[src/rtl/clk_div_pkg.sv]
// rtl/clk_div_pkg.sv - shared types for the multi-channel clock divider
package clk_div_pkg;

    localparam int DIV_W_MAX = 32;

    typedef enum logic {
        DIV_TOGGLE = 1'b0,
        DIV_STROBE = 1'b1
    } div_mode_e;

    typedef enum logic [1:0] {
        DISABLED = 2'd0,
        RUN_LOW  = 2'd1,
        RUN_HIGH = 2'd2
    } ch_state_e;

    typedef struct packed {
        logic [DIV_W_MAX-1:0] div;
        logic [DIV_W_MAX-1:0] high;
        div_mode_e            mode;
    } div_cfg_t;

    function automatic div_cfg_t make_cfg(
        input logic [DIV_W_MAX-1:0] div,
        input logic [DIV_W_MAX-1:0] high,
        input div_mode_e            mode
    );
        div_cfg_t c;
        c.div  = div;
        c.high = high;
        c.mode = mode;
        return c;
    endfunction

endpackage

[src/rtl/clk_div_channel.sv]
// rtl/clk_div_channel.sv - one divider channel: counter, phase FSM, shadowed config
// Counter widths up to DIV_W_MAX bits; the config struct carries the full width.
module clk_div_channel
    import clk_div_pkg::*;
#(
    parameter int               CNT_W       = 32,
    parameter logic [CNT_W-1:0] DEFAULT_DIV = '0
) (
    input  logic     clk,
    input  logic     reset,
    input  logic     en,
    input  logic     wr_en,
    input  div_cfg_t wr_cfg,
    output logic     pending,
    output logic     slow_clk,
    output logic     tick
);

    localparam div_cfg_t RESET_CFG = make_cfg(DIV_W_MAX'(DEFAULT_DIV),
                                              DIV_W_MAX'(DEFAULT_DIV),
                                              DIV_TOGGLE);

    ch_state_e        state_q, state_d;
    logic [CNT_W-1:0] cnt_q, cnt_d;
    logic             slow_q, slow_d;
    logic             tick_q, tick_d;
    div_cfg_t         act_q, act_d;
    div_cfg_t         sh_q, sh_d;
    logic             pend_q, pend_d;

    logic [CNT_W-1:0] limit;
    logic             terminal;
    logic             mode_change;

    always_comb begin
        limit       = (state_q == RUN_HIGH) ? act_q.high[CNT_W-1:0] : act_q.div[CNT_W-1:0];
        terminal    = (state_q != DISABLED) && (cnt_q == limit);
        mode_change = pend_q && (sh_q.mode != act_q.mode);
    end

    always_comb begin
        state_d = state_q;
        cnt_d   = cnt_q;
        slow_d  = slow_q;
        tick_d  = 1'b0;
        act_d   = act_q;
        sh_d    = sh_q;
        pend_d  = pend_q;

        if (!en) begin
            // A pending write is committed as the channel stops rather than lost.
            state_d = DISABLED;
            cnt_d   = '0;
            slow_d  = 1'b0;
            if (pend_q) begin
                act_d  = sh_q;
                pend_d = 1'b0;
            end
        end else if (state_q == DISABLED) begin
            state_d = RUN_LOW;
            cnt_d   = '0;
            slow_d  = 1'b0;
        end else if (terminal) begin
            cnt_d = '0;
            if (pend_q) begin
                act_d  = sh_q;
                pend_d = 1'b0;
            end
            if (mode_change) begin
                state_d = RUN_LOW;
                slow_d  = 1'b0;
            end else if (act_q.mode == DIV_STROBE) begin
                state_d = RUN_LOW;
                slow_d  = 1'b0;
                tick_d  = 1'b1;
            end else if (state_q == RUN_LOW) begin
                state_d = RUN_HIGH;
                slow_d  = 1'b1;
                tick_d  = 1'b1;
            end else begin
                state_d = RUN_LOW;
                slow_d  = 1'b0;
            end
        end else begin
            cnt_d = cnt_q + CNT_W'(1);
        end

        // Writes land directly unless the channel keeps running past this cycle.
        if (wr_en) begin
            if ((state_q == DISABLED) || !en) begin
                act_d  = wr_cfg;
                pend_d = 1'b0;
            end else begin
                sh_d   = wr_cfg;
                pend_d = 1'b1;
            end
        end
    end

    always_ff @(posedge clk) begin
        if (reset) begin
            state_q <= DISABLED;
            cnt_q   <= '0;
            slow_q  <= 1'b0;
            tick_q  <= 1'b0;
            act_q   <= RESET_CFG;
            sh_q    <= RESET_CFG;
            pend_q  <= 1'b0;
        end else begin
            state_q <= state_d;
            cnt_q   <= cnt_d;
            slow_q  <= slow_d;
            tick_q  <= tick_d;
            act_q   <= act_d;
            sh_q    <= sh_d;
            pend_q  <= pend_d;
        end
    end

    assign pending  = pend_q;
    assign slow_clk = slow_q;
    assign tick     = tick_q;

endmodule

[src/rtl/clk_divider_multi.sv]
// rtl/clk_divider_multi.sv - NUM_CH programmable clock dividers behind one config port
// Define CLKDIV_DUTY_EN to add cfg_high (independent high-phase length); otherwise 50% duty.
module clk_divider_multi
    import clk_div_pkg::*;
#(
    parameter int               NUM_CH      = 4,
    parameter int               CNT_W       = 32,
    parameter logic [CNT_W-1:0] DEFAULT_DIV = '0
) (
    input  logic                                        clk,
    input  logic                                        reset,
    input  logic [NUM_CH-1:0]                           en,
    input  logic                                        cfg_valid,
    output logic                                        cfg_ready,
    input  logic [$clog2((NUM_CH > 1) ? NUM_CH : 2)-1:0] cfg_ch,
    input  logic [CNT_W-1:0]                            cfg_div,
    input  div_mode_e                                   cfg_mode,
`ifdef CLKDIV_DUTY_EN
    input  logic [CNT_W-1:0]                            cfg_high,
`endif
    output logic [NUM_CH-1:0]                           slow_clk,
    output logic [NUM_CH-1:0]                           tick
);

    localparam int CH_W = $clog2((NUM_CH > 1) ? NUM_CH : 2);

    logic [NUM_CH-1:0] pending;
    logic [CNT_W-1:0]  high_src;
    div_cfg_t          cfg_word;
    logic              accept;

`ifdef CLKDIV_DUTY_EN
    assign high_src = cfg_high;
`else
    assign high_src = cfg_div;
`endif

    always_comb begin
        cfg_word = make_cfg(DIV_W_MAX'(cfg_div), DIV_W_MAX'(high_src), cfg_mode);
    end

    // Out-of-range channel numbers read as ready and the write is dropped.
    always_comb begin
        cfg_ready = 1'b1;
        for (int i = 0; i < NUM_CH; i++) begin
            if (cfg_ch == CH_W'(i)) begin
                cfg_ready = !pending[i];
            end
        end
    end

    assign accept = cfg_valid && cfg_ready;

    for (genvar gi = 0; gi < NUM_CH; gi++) begin : g_ch
        clk_div_channel #(
            .CNT_W       (CNT_W),
            .DEFAULT_DIV (DEFAULT_DIV)
        ) u_ch (
            .clk      (clk),
            .reset    (reset),
            .en       (en[gi]),
            .wr_en    (accept && (cfg_ch == CH_W'(gi))),
            .wr_cfg   (cfg_word),
            .pending  (pending[gi]),
            .slow_clk (slow_clk[gi]),
            .tick     (tick[gi])
        );
    end

endmodule
[config.mk]
export PLATFORM = sky130hd
export DESIGN_NAME = clk_divider_multi
export DESIGN_NICKNAME = d
export VERILOG_FILES = /design/src/rtl/clk_div_pkg.sv /design/src/rtl/clk_div_channel.sv /design/src/rtl/clk_divider_multi.sv
export SDC_FILE = /design/constraint.sdc
export NUM_CORES = 1
export LEC_CHECK = 0
export CORE_MARGIN = 8
export CORE_UTILIZATION = 48
export CTS_BUF_LIST = sky130_fd_sc_hd__clkbuf_2
export DETAILED_ROUTE_END_ITERATION = 16
export GPL_TIMING_DRIVEN = 1
export PLACE_DENSITY_LB_ADDON = 0.3
export SYNTH_ARGS = -nofsm -noshare
export SYNTH_HDL_FRONTEND = slang
export SYNTH_HIERARCHICAL = 1
export SYNTH_SLANG_ARGS = --single-unit
[constraint.sdc]
create_clock -name clk -period 7.8 [get_ports clk]
set_input_delay 1.17 -clock clk [delete_from_list [all_inputs] [get_ports clk]]
set_output_delay 1.17 -clock clk [all_outputs]
set_load 0.01 [all_outputs]
* Word-level counts from Yosys, hierarchy flattened *
Cells that the tools add are included.

operators by class
  multiplexer cells = 88
  eq/ne operators = 27
  add/sub/neg operators = 4
  reductions and logical operators = 62
  bitwise gates (word level) = 12

operator list
  kind                                                    count
  2-to-1 mux 65 bit                                       24
  adder 32 x 1 -> 32 bit (second input constant)          4
  equality test 32 bit                                    4
  2-to-1 mux 32 bit                                       4
  2-to-1 mux 1 bit                                        48
  2-to-1 mux 2 bit                                        12
  OR reduction 5 bit                                      4
  AND reduction 2 bit                                     8
  nonzero test 2 bit                                      8
  OR reduction 4 bit                                      4
  logical AND 1 bit                                       13
  equality test 2 bit (second input constant)             6
  inequality test 3 x 1 -> 1 bit (second input constant)  4
  inequality test 3 x 2 -> 1 bit (second input constant)  4
  inverter 1 bit                                          12
  OR reduction 3 bit                                      4
  equality test 2 x 1 -> 1 bit (second input constant)    5
  zero test 2 bit                                         5
  zero test 1 bit                                         8
  OR reduction 2 bit                                      4
  logical OR 1 bit                                        4
  inequality test 1 bit                                   4

word-level totals
  output and inout bits = 9
  input bits = 42
  bits in registers = 540
  word-level logic and storage cells = 237

* Longest topological paths before layout *
Gate-level depths: netlist of the first run.

  word-level depth = 9
  depth in mapped cells = 12
  depth with buffers taken out = 9

* By module *
Netlist of the first run, hierarchy kept.

by module, submodules not included
  module                              cells an instance  area each (um2)  instances  sequential area each (um2)
  clk_div_channel (g_ch[0].u_ch ...)  899                7528.5           3          3323.2
  clk_div_channel (g_ch[3].u_ch)      1115               8594.5           1          3323.2
  clk_divider_multi                   7                  61.3             1          0.0

* Worst setup path after synthesis of the first run *
OpenSTA, ideal clock, no wires.

  path kind = input to register
  start = in cfg_valid
  end = reg g_ch[3].u_ch/act_q[0] in the netlist's numbering
  arrival time = 2.925 ns
  stages = 9
  buffers on the path = 2
  setup slack = 4.779 ns
  setup time = 0.095 ns
  required time = 7.705 ns
  cells stage by stage = nand2_1 > nor3b_1 > inv_1 > a21oi_1 > clkbuf_1 > buf_1 > nor3_1 > or3_1 > a221oi_1

on the way
  word-level cells in the longest chain between the ends = 3

RTL lines
  element               RTL line                 text
  from (decl)           clk_divider_multi.sv:13  input logic cfg_valid,
  logical AND 1 bit     clk_divider_multi.sv:52  assign accept = cfg_valid && cfg_ready;
  logical AND 1 bit     clk_divider_multi.sv:62  .wr_en (accept && (cfg_ch == CH_W'(gi))),
  2-to-1 mux 65 bit     clk_div_channel.sv:89    if (wr_en) begin
  to (signal assigned)  clk_div_channel.sv:114   act_q <= act_d;
  to (decl)             clk_div_channel.sv:27    div_cfg_t act_q, act_d;

Every way passes these cells.
A chain may end at the register's enable or synchronous reset.

* Worst setup path in the final report of the first run *
  start = reg g_ch[3].u_ch.pend_q
  end = out cfg_ready

on the way
  word-level cells in the longest chain between the ends = 2

RTL lines
  element                 RTL line                 text
  from (decl)             clk_div_channel.sv:29    logic pend_q, pend_d;
  from (signal assigned)  clk_div_channel.sv:116   pend_q <= pend_d;
  zero test 1 bit         clk_divider_multi.sv:47  cfg_ready = !pending[i];
  2-to-1 mux 1 bit        clk_divider_multi.sv:46  if (cfg_ch == CH_W'(i)) begin
  to (decl)               clk_divider_multi.sv:14  output logic cfg_ready,

Every way passes these cells.

==> impl_metrics.py, run 1 <==
metrics = {
    "power": {
        "power.share.sequential": 0.552,
        "power_switching_mw": 1.84,
        "clkPwrFrac": 0.359,
        "sw_frac_of_total": 0.287,
        "p_leak_nw": 11.3,
        "powerDensity_nw_per_um2": 192,
        "pwr-share-comb": 0.089,
        "peakVddDrop_mv": 0.127,
        "p_int_mw": 4.58,
    },
    "worst_setup_path": {
        "endpoint_kind": "output port",
        "crit_path_max_fanout": 71,
        "rr_worst_depth": 10,
        "startpoint_type": "register",
        "rr_endpoint": "g_ch[0].u_ch/act_q[31]",
        "r2r_start": "g_ch[0].u_ch/state_q[1]",
        "worstPathRequired_ns": 6.63,
        "ff2ff_setup_slack_ns": 3.64,
        "critical_path_class": "reg2out",
        "arrival_ns": 3.38,
    },
    "clocking": {
        "htree_levels": 4,
        "root_buffer": "clkbuf_2",
        "cts_resized": 0,
        "holdBufCountCts": 0,
        "worst_skew_pair.late_latency_ns": 1.39,
        "postCtsSetupRepairBufs": 0,
        "clock_path_buffers": 3,
        "cts_buffers": 169,
        "cts_sinks": 664,
        "cts_tree": "yes",
        "clkSlewWorstSetupHoldPaths_ns": 0.12,
    },
    "layout": {
        "utilization": 0.519,
        "drive_above_1_share": 0.0957,
        "ff_latch_area_um2": 13300,
        "area_growth_pct": 7.10,
        "fin_nets": 3863,
        "nFillCells": 6202,
        "multiInputGateArea_um2": 16000,
    },
    "placed_design": {
        "place_hpwl_um": 56200,
        "place.gp.congestion": 0.947,
        "port_buffers": 50,
    },
    "yosys": {
        "ys_ff_latch": 664,
        "syn_area_um2": 31200,
        "postSynthCellCount": 3819,
        "netlist_top_cells_area": "dfxtp_1 43%, nand2_1 7.6%, mux2i_1 7.3%",
        "synth_edf_count": 0,
        "yosysWarnings": 6,
        "ys_seq_area_frac": 0.425,
        "synth_ff_type": "dfxtp_1",
        "synth_area_per_cell_um2": 8.18,
        "synth_cell_type_count": 61,
        "async_flop_share": 0,
        "synth.top_cell.area_share": 0.425,
        "synth_largest_area_cell": "dfxtp_1",
        "synth.net_count": 3865,
    },
    "timing": {
        "tightest_slew_ns": 1.21,
        "final_max_slew_viol_count": 0,
        "finalCritPeriodShare": 0.583,
        "hold_viol": 0,
        "max_slew_margin": 0.188,
        "min_period_ns": 4.55,
        "fin_skew_ns": 0.0726,
        "setup_viol_count_final": 0,
        "fin_setup_tns_ns": 0,
        "rsz0062_at_grt": "no",
        "fmax_ghz": 0.220,
    },
    "floorplan": {
        "num_rows": 93,
        "coreArea_um2": 64500,
        "die_w_um": 271,
        "initial_core_util": 0.485,
        "io_pins": 51,
        "die_area_um2": 73500,
        "die_h_um": 271,
    },
    "global_route": {
        "grt_pass1_vias": 25000,
        "grt-ovfl-total": 0,
        "grt_max_degree": 148,
        "grtUsageTotal": 0.234,
        "grt_first_pass_wirelength_um": 141000,
        "antenna_found_initial": 2,
    },
    "routing": {
        "dr.pass1.iters": 6,
        "wire_per_inst_um": 18.7,
        "vias": 26900,
        "vias_per_cell": 5.66,
        "drt_iter0_drc": 2532,
        "drc": 0,
        "wirelength_um": 89100,
        "detail-route-antenna-nets": 0,
    },
    "job": {
        "cap_violations": 0,
    },
    "hold_path": {
        "hold_end": "g_ch[3].u_ch/sh_q[38]",
        "min-delay-start": "reset",
        "hp-class": "in2reg",
        "worstHoldPathCells": 2,
    },
    "run_status": {
        "status": "finished, final reports clean",
    },
}
-- layout make-up --
type,instances,area share
Clock inverter,27,0.00710
Sequential cell,664,0.397
Timing Repair Buffer,111,0.0292
Tap cell,855,0.0320
Clock buffer,225,0.0337
Inverter,186,0.0209
Antenna cell,5,0.000374
Multi-Input combinational cell,2685,0.480
-- per-stage QoR --
| step | std cells | area, um2 | hold slack [ns] | setup slack [ns] | total power, mW |
|---|---|---|---|---|---|
| final | 4758 | 33500 | 0.232 | 3.25 | 6.42 |
| after global routing | 4754 | 33500 | 0.224 | 3.10 | 6.72 |
| after CTS | 4753 | 33400 | 0.0930 | 3.10 | 6.49 |
| after detailed placement | 4501 | 32100 | 0.446 | 3.52 | 4.18 |
| after global placement | 4501 | 32100 | 0.441 | 3.63 | 4.17 |
| after floorplan | 3819 | 31200 | 0.436 | 4.78 | 3.96 |
-- cell usage in the layout, fill, tap and decap left out, types with 24 or more instances in the layout --
master             n
nor3_1           134
nand2_1          628
nand4_1           38
clkdlybuf4s50_1   49
inv_1            186
a211oi_1         204
buf_4             60
mux2i_1          229
o22ai_1           24
nand2b_1          26
xnor2_1          124
xor2_1            84
and3_1            26
dfxtp_1          663
a221oi_2          40
a221oi_1          45
a21oi_1          278
nand3_1           45
nor2_1           468
nor2b_1           46
or3_1             68
clkbuf_2         225
-- power groups by stage --
| stage | logic [mW] | clock network, mW | registers, mW |
|---|---|---|---|
| after floorplan | 0.368 | 0 | 3.59 |
| after global placement | 0.555 | 0 | 3.62 |
| after detailed placement | 0.563 | 0 | 3.62 |
| after CTS | 0.566 | 2.38 | 3.54 |
| after global routing | 0.618 | 2.54 | 3.55 |
| final | 0.570 | 2.31 | 3.54 |
-- critical path, cell delays in order, from the launching register on --
cell and delay (ns):
dfxtp_2 0.40, buf_4 0.70, mux4_2 0.40, inv_1 0.04, clkdlybuf4s50_1 0.47
-- flip-flops by register name (all words and copies together), names as in the netlist --
name               count
g_ch.u_ch/tick         4
g_ch.u_ch/cnt_q      128
g_ch.u_ch/sh_q       260
g_ch.u_ch/pending      4
g_ch.u_ch/act_q      260
g_ch.u_ch/state_q      8
-- layer usage --
layer | wire, um | GRT usage | up-vias
met2 | 39500 | 0.352 | 850
li1 | - | - | 13200
met1 | 41800 | 0.333 | 12800
met4 | 2300 | 0.0907 | 0
met5 | 0 | 0 | -
met3 | 5500 | 0.0380 | 163
-- worst max path at each step --
stage / start / end / cells after the start
6_report: g_ch[3].u_ch/pending / cfg_ready / 4
5_1_grt: g_ch[3].u_ch/pending / cfg_ready / 4
3_3_place_gp: cfg_ch[1] / g_ch[2].u_ch/sh_q[36] / 7
2_1_floorplan: cfg_valid / g_ch[3].u_ch/act_q[0] / 9
3_5_place_dp: cfg_ch[1] / g_ch[3].u_ch/act_q[45] / 10
4_1_cts: g_ch[3].u_ch/pending / cfg_ready / 4
-- kinds of logic (layout without fill, tap and decap cells) --
group / Yosys count / after routing / share of synthesized area
DFF: 664 / 664 / 0.425
AOI/OAI and AO/OA: 707 / 707 / 0.162
muxes: 230 / 230 / 0.0741
xor gates and xnor gates: 208 / 208 / 0.0583
and+or+nand+nor: 1536 / 1536 / 0.214
other: 0 / 5 / 0
buffers and inverters: 470 / 549 / 0.0647
adders and majority gates: 4 / 4 / 0.00160
-- cells in the mapped netlist (5+ instances only) --
cell and instances:
a2111oi_0 8, nor4_1 7, and3_1 29, a32oi_1 23
or3_1 68, clkbuf_1 223, o2111ai_1 9, dfxtp_1 664
nor2b_1 46, nor3_1 134, nand4_1 38, mux2i_1 229
o22ai_1 24, inv_1 186, nand2_1 633, nor3b_1 6
a221oi_1 45, nand3_1 49, buf_2 14, buf_1 10
o21ai_1 12, o221ai_1 11, buf_4 10, or2_2 7
and4_1 9, nand2b_1 26, a21oi_1 279, a22oi_1 9
nor2_1 469, o21ai_0 5, xor2_1 84, and2_1 5
a221oi_2 40, buf_6 27, a211oi_1 204, xnor2_1 124
a222oi_1 7
(Power assumes the default switching activity.)
==> run 2, diff against run 1 <==
- clock period: 7.8 -> 4.05 ns (I/O delays scaled with it)
==> impl_metrics.py, run 2 (synthesis gave the netlist of run 1 again) <==
metrics = {
    "routing": {
        "wirelength_um": 92700,
        "dr.pass1.iters": 7,
        "drt_iter0_drc": 2333,
        "wire_per_inst_um": 19.2,
        "detail-route-antenna-nets": 0,
        "drc": 0,
        "vias_per_cell": 5.67,
        "vias": 27300,
    },
    "timing": {
        "finalCritPeriodShare": 0.881,
        "setup_viol_count_final": 0,
        "fin_skew_ns": 0.0675,
        "fmax_ghz": 0.280,
        "final_max_slew_viol_count": 0,
        "tightest_slew_ns": 1.02,
        "rsz0062_at_grt": "no",
        "max_slew_margin": 0.318,
        "hold_viol": 0,
        "fin_setup_tns_ns": 0,
        "min_period_ns": 3.57,
        "whs_ns": 0.170,
    },
    "floorplan": {
        "die_h_um": 271,
        "num_rows": 93,
        "initial_core_util": 0.485,
        "die_w_um": 271,
        "die_area_um2": 73500,
        "coreArea_um2": 64500,
        "io_pins": 51,
    },
    "worst_setup_path": {
        "crit_buf_inv": 2,
        "crit_path_max_fanout": 22,
        "cp_slowest_stage_delay_ns": 0.57,
        "r2r_start": "g_ch[0].u_ch/state_q[1]",
        "endpoint_kind": "register",
        "worstPathRequired_ns": 5.23,
        "cp_num_cells": 10,
        "startpoint": "g_ch[0].u_ch/state_q[1]",
        "rr_endpoint": "g_ch[0].u_ch/act_q[53]",
        "crit_chain": "nand2b_1 -> buf_4 -> a2111oi_2 -> nand4_1 -> o31ai_1 -> nand3b_1 -> o41ai_4 -> buf_4 -> mux2i_1 -> a211oi_1",
        "crit_top_cell": "buf_4",
        "critPathSlowestCell": "nand2b_1",
        "critical_path_class": "reg2reg",
        "path_delay_family": "compound AO/OA/AOI/OAI gates",
        "startpoint_type": "register",
        "ff2ff_setup_slack_ns": 0.48,
        "crit_end": "g_ch[0].u_ch/act_q[53]",
        "arrival_ns": 4.74,
        "rr_worst_depth": 10,
    },
    "layout": {
        "area_growth_pct": 9.16,
        "reg_top3": "g_ch.u_ch/act_q (260), g_ch.u_ch/sh_q (260), g_ch.u_ch/cnt_q (128)",
        "nFillCells": 6212,
        "fin_nets": 3905,
        "layout.cells.most_common": "dfxtp_1",
        "finalNonFillerCells": 4820,
        "drive_above_1_share": 0.107,
        "mostFrequentLayoutCells": "663 x dfxtp_1, 628 x nand2_1, 468 x nor2_1, 278 x a21oi_1, 239 x clkbuf_2",
    },
    "power": {
        "p_leak_nw": 11.6,
        "powerDensity_nw_per_um2": 369,
        "peakVddDrop_mv": 0.235,
    },
    "global_route": {
        "antenna_found_initial": 3,
        "grt-ovfl-total": 0,
        "grtUsageTotal": 0.243,
        "grt_pass1_vias": 25400,
        "grt_first_pass_wirelength_um": 145000,
        "grt_max_degree": 179,
    },
    "clocking": {
        "cts_tree": "yes",
        "root_buffer": "clkbuf_2",
        "worst_skew_pair.late_latency_ns": 1.32,
        "cts_sinks": 664,
        "htree_levels": 4,
        "cts_buffers": 168,
        "clock_path_buffers": 3,
        "cts_resized": 0,
        "postCtsSetupRepairBufs": 0,
        "clkSlewWorstSetupHoldPaths_ns": 0.10,
    },
    "job": {
        "cap_violations": 0,
    },
    "placed_design": {
        "dp.cells": 4530,
        "port_buffers": 50,
        "place.gp.congestion": 0.976,
        "place_hpwl_um": 62400,
    },
    "hold_path": {
        "hp-class": "in2reg",
    },
    "run_status": {
        "status": "finished, final reports clean",
    },
}
==> run 2: cell count changes in the layout (fill, tap and decap cells not counted), sizes merged <==
cell         previous run  this run
buf                    62        91
clkbuf                225       239
clkinv                 18        21
clkinvlp                1         4
diode                   5         3
dlygate4sd3             0        14
inv                   189       190
==> run 2: layer usage <==
layer / wire length, um / GRT usage / share of wire / vias to the layer above
li1: - / - / - / 13300
met1: 42400 / 0.337 / 0.46 / 13000
met2: 41800 / 0.374 / 0.45 / 923
met3: 6320 / 0.0459 / 0.068 / 115
met4: 2180 / 0.0865 / 0.024 / 0
met5: 0 / 0 / 0 / -
==> run 2: report_power, final <==
part	switching (mW)	leakage (nW)	internal, mW
clock network	2.72	1.13	1.88
registers	0.156	5.38	6.68
logic	0.741	5.11	0.404
==> run 2: repair_timing <==
item,4_1_cts,5_1_grt
endpoints found under the setup margin,0,0
hold endpoints to repair,181,0
hold buffers,14,0
==> run 2: worst min path at each step <==
stage / from / endpoint / depth (start not counted)
finish: en[2] / g_ch[2].u_ch/pending / 3
CTS: en[2] / g_ch[2].u_ch/pending / 3
global route: cfg_div[9] / g_ch[1].u_ch/sh_q[42] / 3
detailed placement: g_ch[2].u_ch/sh_q[35] / g_ch[2].u_ch/sh_q[35] / 2
global placement: g_ch[3].u_ch/sh_q[40] / g_ch[3].u_ch/sh_q[40] / 2
floorplan: g_ch[0].u_ch/sh_q[10] / g_ch[0].u_ch/sh_q[10] / 2
==> run 2: tightest hold or removal path, stage by stage <==
cell and delay [ns]:
clkdlybuf4s50_1 0.55, nand2b_1 0.23, a21oi_1 0.06
==> run 2: cell type report <==
| type | instances | area (um2) | area share |
|---|---|---|---|
| tap | 855 | 1070 | 0.0314 |
| clock inverter | 34 | 282 | 0.00826 |
| clock buffer | 239 | 1200 | 0.0351 |
| antenna | 3 | 7.51 | 0.000220 |
| multi-input combinational | 2685 | 16000 | 0.471 |
| inverter | 186 | 698 | 0.0205 |
| timing repair buffer | 154 | 1510 | 0.0442 |
| sequential | 664 | 13300 | 0.390 |
==> run 2: per-stage QoR <==
step,instance area (um2),power (mW),util,setup slack [ns]
5_1_grt,34100,13.2,0.529,0.232
4_1_cts,34100,12.7,0.529,0.357
3_3_place_gp,32500,8.09,0.504,0.652
6_report,34100,12.6,0.529,0.483
2_1_floorplan,31200,7.62,-,1.52
3_5_place_dp,32500,8.10,0.504,0.580
